--- config.mk ---
export PLATFORM = sky130hd
export DESIGN_NAME = biss_crc6_serial
export DESIGN_NICKNAME = d
export VERILOG_FILES = /design/src/rtl/biss_frame_checker_pkg.sv /design/src/rtl/biss_frame_checker_crc6_serial.sv
export SDC_FILE = /design/constraint.sdc
export NUM_CORES = 1
export LEC_CHECK = 0
export ABC_CLOCK_PERIOD_IN_PS = 1100
export BUFFER_PORTS_ARGS = -buffer_cell sky130_fd_sc_hd__buf_2
export CAP_MARGIN = 20
export CORE_AREA = 4 4 41 43
export CTS_CLUSTER_SIZE = 10
export DETAILED_ROUTE_END_ITERATION = 8
export DIE_AREA = 0 0 45 47
export GPL_TIMING_DRIVEN = 0
export HOLD_SLACK_MARGIN = 0.15
export PLACE_DENSITY = 0.41
export REMOVE_ABC_BUFFERS = 1
export SETUP_SLACK_MARGIN = 0.15
export SYNTH_ARGS = -nofsm -noshare
export SYNTH_HDL_FRONTEND = slang
export SYNTH_SLANG_ARGS = --single-unit
--- constraint.sdc ---
create_clock -name clk -period 1.1 [get_ports clk]
set_input_delay 0.165 -clock clk [delete_from_list [all_inputs] [get_ports clk]]
set_output_delay 0.165 -clock clk [all_outputs]
set_load 0.05 [all_outputs]
--- src/rtl/biss_frame_checker_pkg.sv ---
// biss_pkg: shared BiSS-C frame constants and checker state encoding
package biss_pkg;
  localparam int BISS_FRAME_W = 40;
  localparam int BISS_POS_W = 32;
  localparam int BISS_CRC_W = 6;
  localparam logic [BISS_CRC_W-1:0] BISS_CRC_POLY = 6'h03;
  localparam int BISS_DATA_W = 34;
  localparam int BISS_POS_LSB = 8;
  localparam int BISS_NE_BIT = 7;
  localparam int BISS_NW_BIT = 6;
  localparam int BISS_DATA_LSB = 6;
  typedef enum logic [1:0] {IDLE, CALC, CHECK} biss_state_e;
endpackage

--- src/rtl/biss_frame_checker_crc6_serial.sv ---
// biss_crc6_serial: bit-serial BiSS CRC6 (x^6+x+1, init 0, MSB first)
// clk, reset: clock and synchronous active-high reset
// clear_i: zero the CRC (wins over bit_en_i); bit_in_i/bit_en_i: next data bit and its enable
// crc_o: current CRC register (not inverted)
module biss_crc6_serial
  import biss_pkg::*;
(
  input  logic                  clk,
  input  logic                  reset,
  input  logic                  clear_i,
  input  logic                  bit_in_i,
  input  logic                  bit_en_i,
  output logic [BISS_CRC_W-1:0] crc_o
);
  logic [BISS_CRC_W-1:0] crc_q, crc_d;
  logic fb;
  always_comb begin
    fb = crc_q[BISS_CRC_W-1] ^ bit_in_i;
    crc_d = clear_i ? '0 :
            bit_en_i ? ({crc_q[BISS_CRC_W-2:0], 1'b0} ^ (fb ? BISS_CRC_POLY : '0)) : crc_q;
  end
  always_ff @(posedge clk)
    if (reset) crc_q <= '0;
    else crc_q <= crc_d;
  assign crc_o = crc_q;
endmodule

==> run metrics, run 1 <==
Worst Tran Pin Value=0.334 ns; Buf/Inv on CP=0; number of antenna violations at the first check in global routing=0; worst clock skew=about 0.00053 ns; Clk network pwr share=0.417; number of diodes=0; minimum period implied by the final worst setup slack=1.09 ns; final count of negative-setup-slack endpoints=0; later-pin clock latency in the skew report=0.24 ns; pin count of the biggest net entering global routing=10; Layout Utilization=0.289; total routing resource utilization after global routing=0.0681; run status=finished clean; number of stages on the worst hold path=3; antenna-violating nets left=0; number of distinct library cells after synthesis=12; switching component of the power=between 0.1 and 0.15 mW; count of routing violations after the opening detailed-route iteration=1; Worst Path Required=~1.3 ns; Final Power=roughly 0.47 mW; max FFs per register=6; main area contributors after synthesis=sky130_fd_sc_hd__dfxtp_1 (49%), sky130_fd_sc_hd__mux2i_1 (16%), sky130_fd_sc_hd__nor2_1 (9.3%); clock tree from TritonCTS=yes; fraction of power spent switching nets=0.225; CTS Buffer Depth=2; number of hold violations in the final report=0; worst reg2reg setup slack=about 0.012 ns; Critical Path Fanout Max=3; sequential cell fraction of total power=0.475; maximum frequency from static timing analysis=~0.9 GHz; mean instance size in the synthesized netlist=roughly 10 um^2; routed vias=216; R2R cell count=3; Critical Path Source Type=flop; die height=47 um; critical setup path kind=flop to flop; DRC violation count after routing=0; Max Cap Violations=0; final critical-path setup slack=around 0.012 ns; critical register-to-register path startpoint=crc_o[5]; Mapped Cells=25; P_int=0.366 mW; cell-by-cell trace of the critical path=xnor2_2 > or4b_1 > nand3_1; slowest cell delay on critical path=about 0.48 ns; count of non-filler cells in the finished layout=between 50 and 60; CTS clk-pin slew, worst paths=around 0.04 ns; vias in the first global route=about 230; worst-case hold path end point=crc_o[0]; Pwr Density=1250 nW/um^2; proportion of netlist area held by the largest area contributor=0.495; GP Congestion=between 0.6 and 0.7; sequential-to-total area share from yosys stat=0.495; tightest slew margin relative to the limit=0.777; unrepaired setup endpoints after global routing=yes; Worst Setup End Kind=flop; Slew Viols, Final=0; router iterations before antenna repair=3; area of the mapped netlist=~240 um^2; die boundary width=45 um; number of placed cells counting well taps=between 40 and 50; post-synthesis register bit count=6; kind of cell with the highest combined delay on the critical path=simple AND/OR/NAND/NOR gates; Static Leak=0.166 nW; Max rail drop VDD=roughly 0.46 mV; reg-to-reg endpoint=crc_o[1]; slowest cell on the critical path=sky130_fd_sc_hd__or4b_1; start point of the worst min-delay path=bit_in_i; number of sinks handled by clock tree synthesis=6; type of the worst min-delay path=primary input to flop; initial cell density of the core=0.187; final worst path period share=0.989; first-pass GRT wire length=between 900 and 1000 um; Place WS=-0.173 ns; routed wire length=about 530 um; share of cells above drive strength 1=0.528; die area=2120 um^2; P&R area growth vs syn=55.2%; core outline area=between 1000 and 1500 um^2; Boundary Pins=11; vias per std cell=4.24; count of synthesis-stage warnings from yosys=0; drt wl/cell=about 10 um; Site Rows=13; CTS buffer count=3; area leader, netlist=sky130_fd_sc_hd__dfxtp_1; Nets=43; # port buffers=10; combined area of the multi-input logic cells=between 100 and 150 um^2; sum of negative setup slack=0 ns; fillers=~160; combinational power share=0.108; number of levels the H-tree was split into=1; area occupied by registers=about 130 um^2; CP arrival=around 1.3 ns; grt total ovfl=0; cell at the root of the clock tree=sky130_fd_sc_hd__clkbuf_4
==> worst max-delay path by stage <==
stage / start / endpoint / depth (start not counted)
after detailed placement: clear_i / crc_o[1] / 4
after floorplan: crc_o[5] / crc_o[1] / 3
after CTS: crc_o[5] / crc_o[1] / 3
after global routing: crc_o[5] / crc_o[1] / 3
after global placement: clear_i / crc_o[1] / 4
final: crc_o[5] / crc_o[1] / 3
==> per-layer routing <==
layer / part of all wire / global-route usage
met1: 0.45 / 0.0686
met3: 0.10 / 0.0383
met5: 0 / 0
met4: 0.017 / 0.0877
met2: 0.43 / 0.0876
==> cell type report <==
| type | instances | area share |
|---|---|---|
| clock buffer | 3 | 0.0598 |
| sequential | 6 | 0.342 |
| tap | 15 | 0.0498 |
| multi-input combinational | 17 | 0.322 |
| timing repair buffer | 10 | 0.226 |
==> synthesized netlist by cell type <==
library cell,instances
sky130_fd_sc_hd__clkbuf_1,1
sky130_fd_sc_hd__or2_0,1
sky130_fd_sc_hd__nand3_1,1
sky130_fd_sc_hd__xnor2_1,1
sky130_fd_sc_hd__a211oi_1,1
sky130_fd_sc_hd__nand4_1,1
sky130_fd_sc_hd__mux2i_1,4
sky130_fd_sc_hd__or4b_1,1
sky130_fd_sc_hd__nor2_1,6
sky130_fd_sc_hd__dfxtp_1,6
sky130_fd_sc_hd__nand3b_1,1
sky130_fd_sc_hd__buf_2,1
==> cells by family after synthesis <==
group | share of synthesized area
AND/OR/NAND/NOR | 0.237
flip-flops | 0.495
multiplexers | 0.165
buffers and inverters | 0.0360
AO/OA/AOI/OAI | 0.0309
XOR/XNOR | 0.0361
==> placed cells by master, fill, tap and decap left out, types with 3 or more instances in the layout <==
cell type / instances
sky130_fd_sc_hd__nor2_1: 6
sky130_fd_sc_hd__buf_2: 5
sky130_fd_sc_hd__buf_6: 4
sky130_fd_sc_hd__mux2i_1: 4
sky130_fd_sc_hd__clkbuf_4: 3
sky130_fd_sc_hd__dfxtp_2: 4
==> worst min-delay path, delay by kind of cell <==
kind,cells,cell delay [ns]
buf+inv,1,0.10
xor+xnor,1,0.11
compound gates,1,0.06
==> through the flow <==
stage	area (um^2)	hold slack [ns]
floorplan	234	0.261
global placement	303	0.494
detailed placement	303	0.500
CTS	370	0.231
global route	377	0.249
finish	377	0.245
==> power by group through the flow <==
| stage | Combinational [mW] | Sequential (mW) | Clock, mW |
|---|---|---|---|
| 2_1_floorplan | 0.0141 | 0.240 | 0 |
| 3_3_place_gp | 0.0436 | 0.228 | 0 |
| 3_5_place_dp | 0.0440 | 0.228 | 0 |
| 4_1_cts | 0.0497 | 0.225 | 0.216 |
| 5_1_grt | 0.0542 | 0.225 | 0.226 |
| 6_report | 0.0508 | 0.224 | 0.197 |
==> what timing repair did <==
action	CTS	global route
resized for setup	16	2
setup endpoints to repair	7	4
hold buffers	0	0
pin swaps	0	0
setup buffers	0	0
Note: power is estimated with default switching activity, not from simulation.
==> run 2, diff against run 1 <==
ABC_AREA = 1   (was not set)
ABC_CLOCK_PERIOD_IN_PS = 1200   (was 1100)
PLACE_DENSITY = 0.4   (was 0.41)
TNS_END_PERCENT = 30   (was not set)
clock period = 1.2 ns   (was 1.1 ns; I/O delays follow)
==> run 2 against run 1 <==
- synthesized cell count grew 44%
- cell area shrank 7.3%
- die area is the same
- first-iteration DRC count shrank 100%
- final cell count grew 25%
- clock power shrank 6%
- sequential power shrank 5%
- combinational power grew 37%
- count of clock-buffer cells in the layout is the same
- utilization shrank 2.1 points
- via count grew 16%
- critical path type is now flop to output pin
==> run metrics, run 2 <==
run status=finished clean; Site Rows=13; grt total ovfl=0; number of antenna violations at the first check in global routing=0; area leader, netlist=sky130_fd_sc_hd__dfxtp_1; most common cell in the netlist=sky130_fd_sc_hd__nor2_1; area of the mapped netlist=~250 um^2; Pwr Density=1340 nW/um^2; Worst Path Required=between 1 and 1.5 ns; cell-by-cell trace of the critical path=buf_2; cell at the root of the clock tree=sky130_fd_sc_hd__clkbuf_4; area occupied by registers=approximately 120 um^2; fillers=roughly 160; # port buffers=10; slowest cell delay on critical path=about 0.34 ns; most frequent cells after synthesis=sky130_fd_sc_hd__nor2_1 (11), sky130_fd_sc_hd__nand2_1 (7), sky130_fd_sc_hd__dfxtp_1 (6), sky130_fd_sc_hd__o21ai_0 (4), sky130_fd_sc_hd__inv_1 (3); combined area of the multi-input logic cells=113 um^2; clock tree from TritonCTS=yes; tightest slew margin relative to the limit=0.779; Worst Tran Pin Value=around 0.33 ns; buffers inserted by post-CTS timing repair=0; Mapped Cells=36; number of stages on the worst hold path=3; mean instance size in the synthesized netlist=just under 7 um^2; Max rail drop VDD=between 0.4 and 0.5 mV; ys flop type=sky130_fd_sc_hd__dfxtp_1; endpoint of the most critical setup path=crc_o[1]; antenna-violating nets left=0; vias in the first global route=~270; die height=about 47 um; Max Cap Violations=0; number of levels the H-tree was split into=1; CTS buffer count=3; leading cell types in the layout, fill and taps excluded=sky130_fd_sc_hd__nor2_1 (11), sky130_fd_sc_hd__nand2_1 (7), sky130_fd_sc_hd__clkbuf_4 (6), sky130_fd_sc_hd__dfxtp_1 (6), sky130_fd_sc_hd__buf_2 (6); count of routing violations after the opening detailed-route iteration=0; Static Leak=0.171 nW; count of synthesis-stage warnings from yosys=0; number of distinct library cells after synthesis=10; Post-synth EDFFs=0; P&R area growth vs syn=40.9%; first element of the critical path=crc_o[1]; Post-DP HPWL=roughly 420 um; total routing resource utilization after global routing=0.0704; critical register-to-register path startpoint=crc_o[5]; slowest cell on the critical path=sky130_fd_sc_hd__dfxtp_1; routed wire length=556 um; CTS Buffer Depth=2; Nets=56; initial cell density of the core=0.190; DRC violation count after routing=0; most common cell after layout, fill and taps aside=sky130_fd_sc_hd__nor2_1; minimum period implied by the final worst setup slack=just over 1 ns; routed vias=~250; number of sinks handled by clock tree synthesis=6; drt wl/cell=just under 9 um; Boundary Pins=11; sum of negative setup slack=0 ns; proportion of netlist area held by the largest area contributor=0.485; worst reg2reg setup slack=0.39 ns; sequential-to-total area share from yosys stat=0.485; number of diodes=0; unrepaired setup endpoints after global routing=yes; Worst Setup End Kind=output pin; router iterations before antenna repair=1; Slew Viols, Final=0; CP arrival=0.86 ns; main area contributors after synthesis=sky130_fd_sc_hd__dfxtp_1 (48%), sky130_fd_sc_hd__nor2_1 (17%), sky130_fd_sc_hd__nand2_1 (11%); die boundary width=45 um; first-pass GRT wire length=roughly 1000 um; final count of negative-setup-slack endpoints=0; type of the worst min-delay path=primary input to flop; number of hold violations in the final report=0; die area=~2100 um^2; Critical Path Fanout Max=3; Critical Path Source Type=flop; asr flop ratio synth=0; total number of cells along the worst setup path=1; share of cells above drive strength 1=0.306; reg-to-reg endpoint=crc_o[0]; pin count of the biggest net entering global routing=9; GP Congestion=around 0.63; maximum frequency from static timing analysis=a little under 1 GHz; later-pin clock latency in the skew report=between 0.2 and 0.25 ns; R2R cell count=4; worst clock skew=0.00177 ns; kind of cell with the highest combined delay on the critical path=flip-flops; Buf/Inv on CP=1; Fin Hold WS=roughly 0.25 ns; max FFs per register=6; final worst path period share=0.864; critical setup path kind=flop to output pin; post-synthesis register bit count=6; vias per std cell=3.92; CTS clk-pin slew, worst paths=approximately 0.05 ns; core outline area=1300 um^2
-- run 2: worst min-delay path by stage --
stage                           to     start
after global routing      crc_o[0]     reset
final                     crc_o[0]     reset
after floorplan           crc_o[2]  bit_en_i
after global placement    crc_o[4]  crc_o[3]
after CTS                 crc_o[0]     reset
after detailed placement  crc_o[5]  crc_o[5]
-- run 2: per-layer routing --
layer	GRT usage	vias up	part of all wire
met5	0	-	0
met4	0.0702	0	0.011
met3	0.0307	2	0.077
met2	0.102	6	0.45
met1	0.0752	103	0.46
li1	-	140	-
-- run 2: cell families after synthesis --
family,after synthesis,synth area share
simple gates,20,0.323
compound gates,6,0.131
flops,6,0.485
buf+inv,4,0.0606
-- run 2: metrics by stage --
stage	instance area (um^2)	setup slack [ns]	total power [mW]	util	cells
final	349	0.163	0.466	0.268	64
after global routing	349	0.130	0.495	0.268	64
after CTS	342	0.139	0.478	0.263	64
after global placement	317	0.300	0.284	0.243	61
after detailed placement	317	0.281	0.284	0.243	61
after floorplan	248	0.0385	0.262	-	36
-- run 2: area by class of cell --
cell class / instances / area share
repair buffers: 10 / 0.172
flip-flops and latches: 6 / 0.344
multi-input cells: 26 / 0.323
inverters: 4 / 0.0430
clock buffers: 3 / 0.0645
well taps: 15 / 0.0538
-- run 2: report_power, final --
group	switching, mW	total (mW)	internal [mW]	leakage (nW)
Combinational	0.0485	0.0697	0.0212	0.108
Sequential	0.00504	0.212	0.207	0.0489
Clock	0.0716	0.185	0.113	0.0138
Total	0.125	0.466	0.341	0.171
-- run 2: what timing repair did --
item,CTS,global route
gates resized for setup,1,3
setup endpoints to repair,3,5
hold buffers,0,0
==> run 3, diff against run 2 <==
--- a/config.mk
+++ b/config.mk
@@ -18,2 +18,3 @@
 export PLACE_DENSITY = 0.4
+export RECOVER_POWER = 25
 export REMOVE_ABC_BUFFERS = 1
--- a/constraint.sdc
+++ b/constraint.sdc
@@ -3,2 +3,2 @@
 set_output_delay 0.18 -clock clk [all_outputs]
-set_load 0.05 [all_outputs]
+set_load 0.1 [all_outputs]
==> run 3 against run 2 <==
- die area unchanged
- sequential power about the same
- via count is the same
- critical path type unchanged
- largest power group unchanged
- highest routed layer unchanged
==> run metrics, run 3 (same netlist as run 2, synthesis figures left out) <==
Site Rows=13; router iterations before antenna repair=1; max FFs per register=6; tightest slew margin relative to the limit=0.780; first-pass GRT wire length=993 um; pin count of the biggest net entering global routing=9; die area=approximately 2100 um^2; maximum frequency from static timing analysis=roughly 0.96 GHz; CP arrival=roughly 0.86 ns; unrepaired setup endpoints after global routing=yes; number of levels the H-tree was split into=1; clock tree from TritonCTS=yes; Static Leak=~0.18 nW; leading cell types in the layout, fill and taps excluded=sky130_fd_sc_hd__nor2_1 (11), sky130_fd_sc_hd__nand2_1 (7), sky130_fd_sc_hd__dfxtp_1 (6), sky130_fd_sc_hd__buf_6 (6); Buf/Inv on CP=1; routed wire length=between 500 and 600 um; Fin Hold WS=~0.25 ns; total routing resource utilization after global routing=0.0696; type of the worst min-delay path=primary input to flop; vias in the first global route=266; Slew Viols, Final=0; number of antenna violations at the first check in global routing=0; P&R area growth vs syn=52.0%; die boundary width=roughly 45 um; drt wl/cell=8.75 um; share of cells above drive strength 1=0.306; antenna-violating nets left=0; Nets=56; minimum period implied by the final worst setup slack=roughly 1.0 ns; worst clock skew=~0.0017 ns; number of sinks handled by clock tree synthesis=6; final worst path period share=0.868; Max rail drop VDD=around 0.5 mV; CTS clk-pin slew, worst paths=roughly 0.050 ns; vias per std cell=around 4; cell at the root of the clock tree=sky130_fd_sc_hd__clkbuf_4; Pwr Density=around 1300 nW/um^2; cell-by-cell trace of the critical path=buf_6; fillers=roughly 160; later-pin clock latency in the skew report=between 0.2 and 0.25 ns; slowest cell delay on critical path=around 0.38 ns; kind of cell with the highest combined delay on the critical path=flip-flops; number of diodes=0; GP Congestion=0.625; most common cell after layout, fill and taps aside=sky130_fd_sc_hd__nor2_1; Boundary Pins=11; Worst Setup End Kind=output pin; slowest cell on the critical path=sky130_fd_sc_hd__dfxtp_1; CTS buffer count=3; # port buffers=10; worst reg2reg setup slack=approximately 0.36 ns; DRC violation count after routing=0; critical setup path kind=flop to output pin; routed vias=approximately 250; final count of negative-setup-slack endpoints=0; core outline area=roughly 1300 um^2; Max Cap Violations=0; Worst Tran Pin Value=between 0.3 and 0.4 ns; count of routing violations after the opening detailed-route iteration=0; Critical Path Source Type=flop; initial cell density of the core=0.190; Layout Utilization=0.289; Worst Path Required=a little over 1 ns; number of hold violations in the final report=0; Final Power=~0.50 mW; run status=finished clean; Critical Path Fanout Max=4; die height=~47 um; Post-DP HPWL=425 um; grt total ovfl=0; CTS Buffer Depth=2
## run 3: changes by cell type in the layout (fill, tap and decap cells not counted)
cell / previous run / this run
sky130_fd_sc_hd__buf_2: 6 / 4
sky130_fd_sc_hd__buf_4: 1 / 0
sky130_fd_sc_hd__buf_6: 0 / 6
sky130_fd_sc_hd__clkbuf_4: 6 / 3
## run 3: stage by stage
step / setup TNS, ns / cell area, um^2 / setup slack, ns / instances
floorplan: -0.949 / 248 / -0.321 / 36
global route: 0 / 377 / 0.112 / 64
CTS: 0 / 362 / 0.115 / 64
finish: 0 / 377 / 0.158 / 64
global placement: 0 / 317 / 0.230 / 61
detailed placement: 0 / 317 / 0.233 / 61
## run 3: cell type report
cell class	instances	area, um^2	share of cell area
repair buffers	10	87.6	0.233
clock buffers	3	22.5	0.0598
multi-input cells	26	113	0.299
well taps	15	18.8	0.0498
inverters	4	15.0	0.0399
flip-flops and latches	6	120	0.319
## run 3: worst register-to-register path: stages (launching register included)
cell                      delay [ns]
sky130_fd_sc_hd__dfxtp_1        0.37
sky130_fd_sc_hd__nand2_1        0.09
sky130_fd_sc_hd__nand2_1        0.08
sky130_fd_sc_hd__nor2_2         0.04
sky130_fd_sc_hd__o21a_1         0.16
## run 3: worst paths after layout
path / startpoint / to / cells past startpoint
setup reg to reg: crc_o[5] / crc_o[0] / 4
hold reg to reg: crc_o[5] / crc_o[5] / 2
setup / recovery: crc_o[0] / crc_o[0] / 1
hold / removal: reset / crc_o[0] / 3
## run 3: power by group
| part | internal, mW | switching, mW |
|---|---|---|
| Sequential | 0.207 | 0.00647 |
| Clock | 0.113 | 0.0716 |
| Combinational | 0.0273 | 0.0748 |
## run 3: routing by layer
| metal | GRT usage | vias to the layer above | routed length (um) |
|---|---|---|---|
| li1 | - | 139 | - |
| met2 | 0.102 | 6 | 253 |
| met4 | 0.0702 | 0 | 6 |
| met1 | 0.0752 | 104 | 258 |
| met5 | 0 | - | 0 |
| met3 | 0.0268 | 2 | 41 |
## run 3: repair_timing
item / CTS / global route
buffers inserted: 0 / 0
setup endpoints to repair: 6 / 6
hold buffers: 0 / 0
gates resized for setup: 8 / 4
endpoints found under the hold margin: 0 / 0
pin swaps: 0 / 0
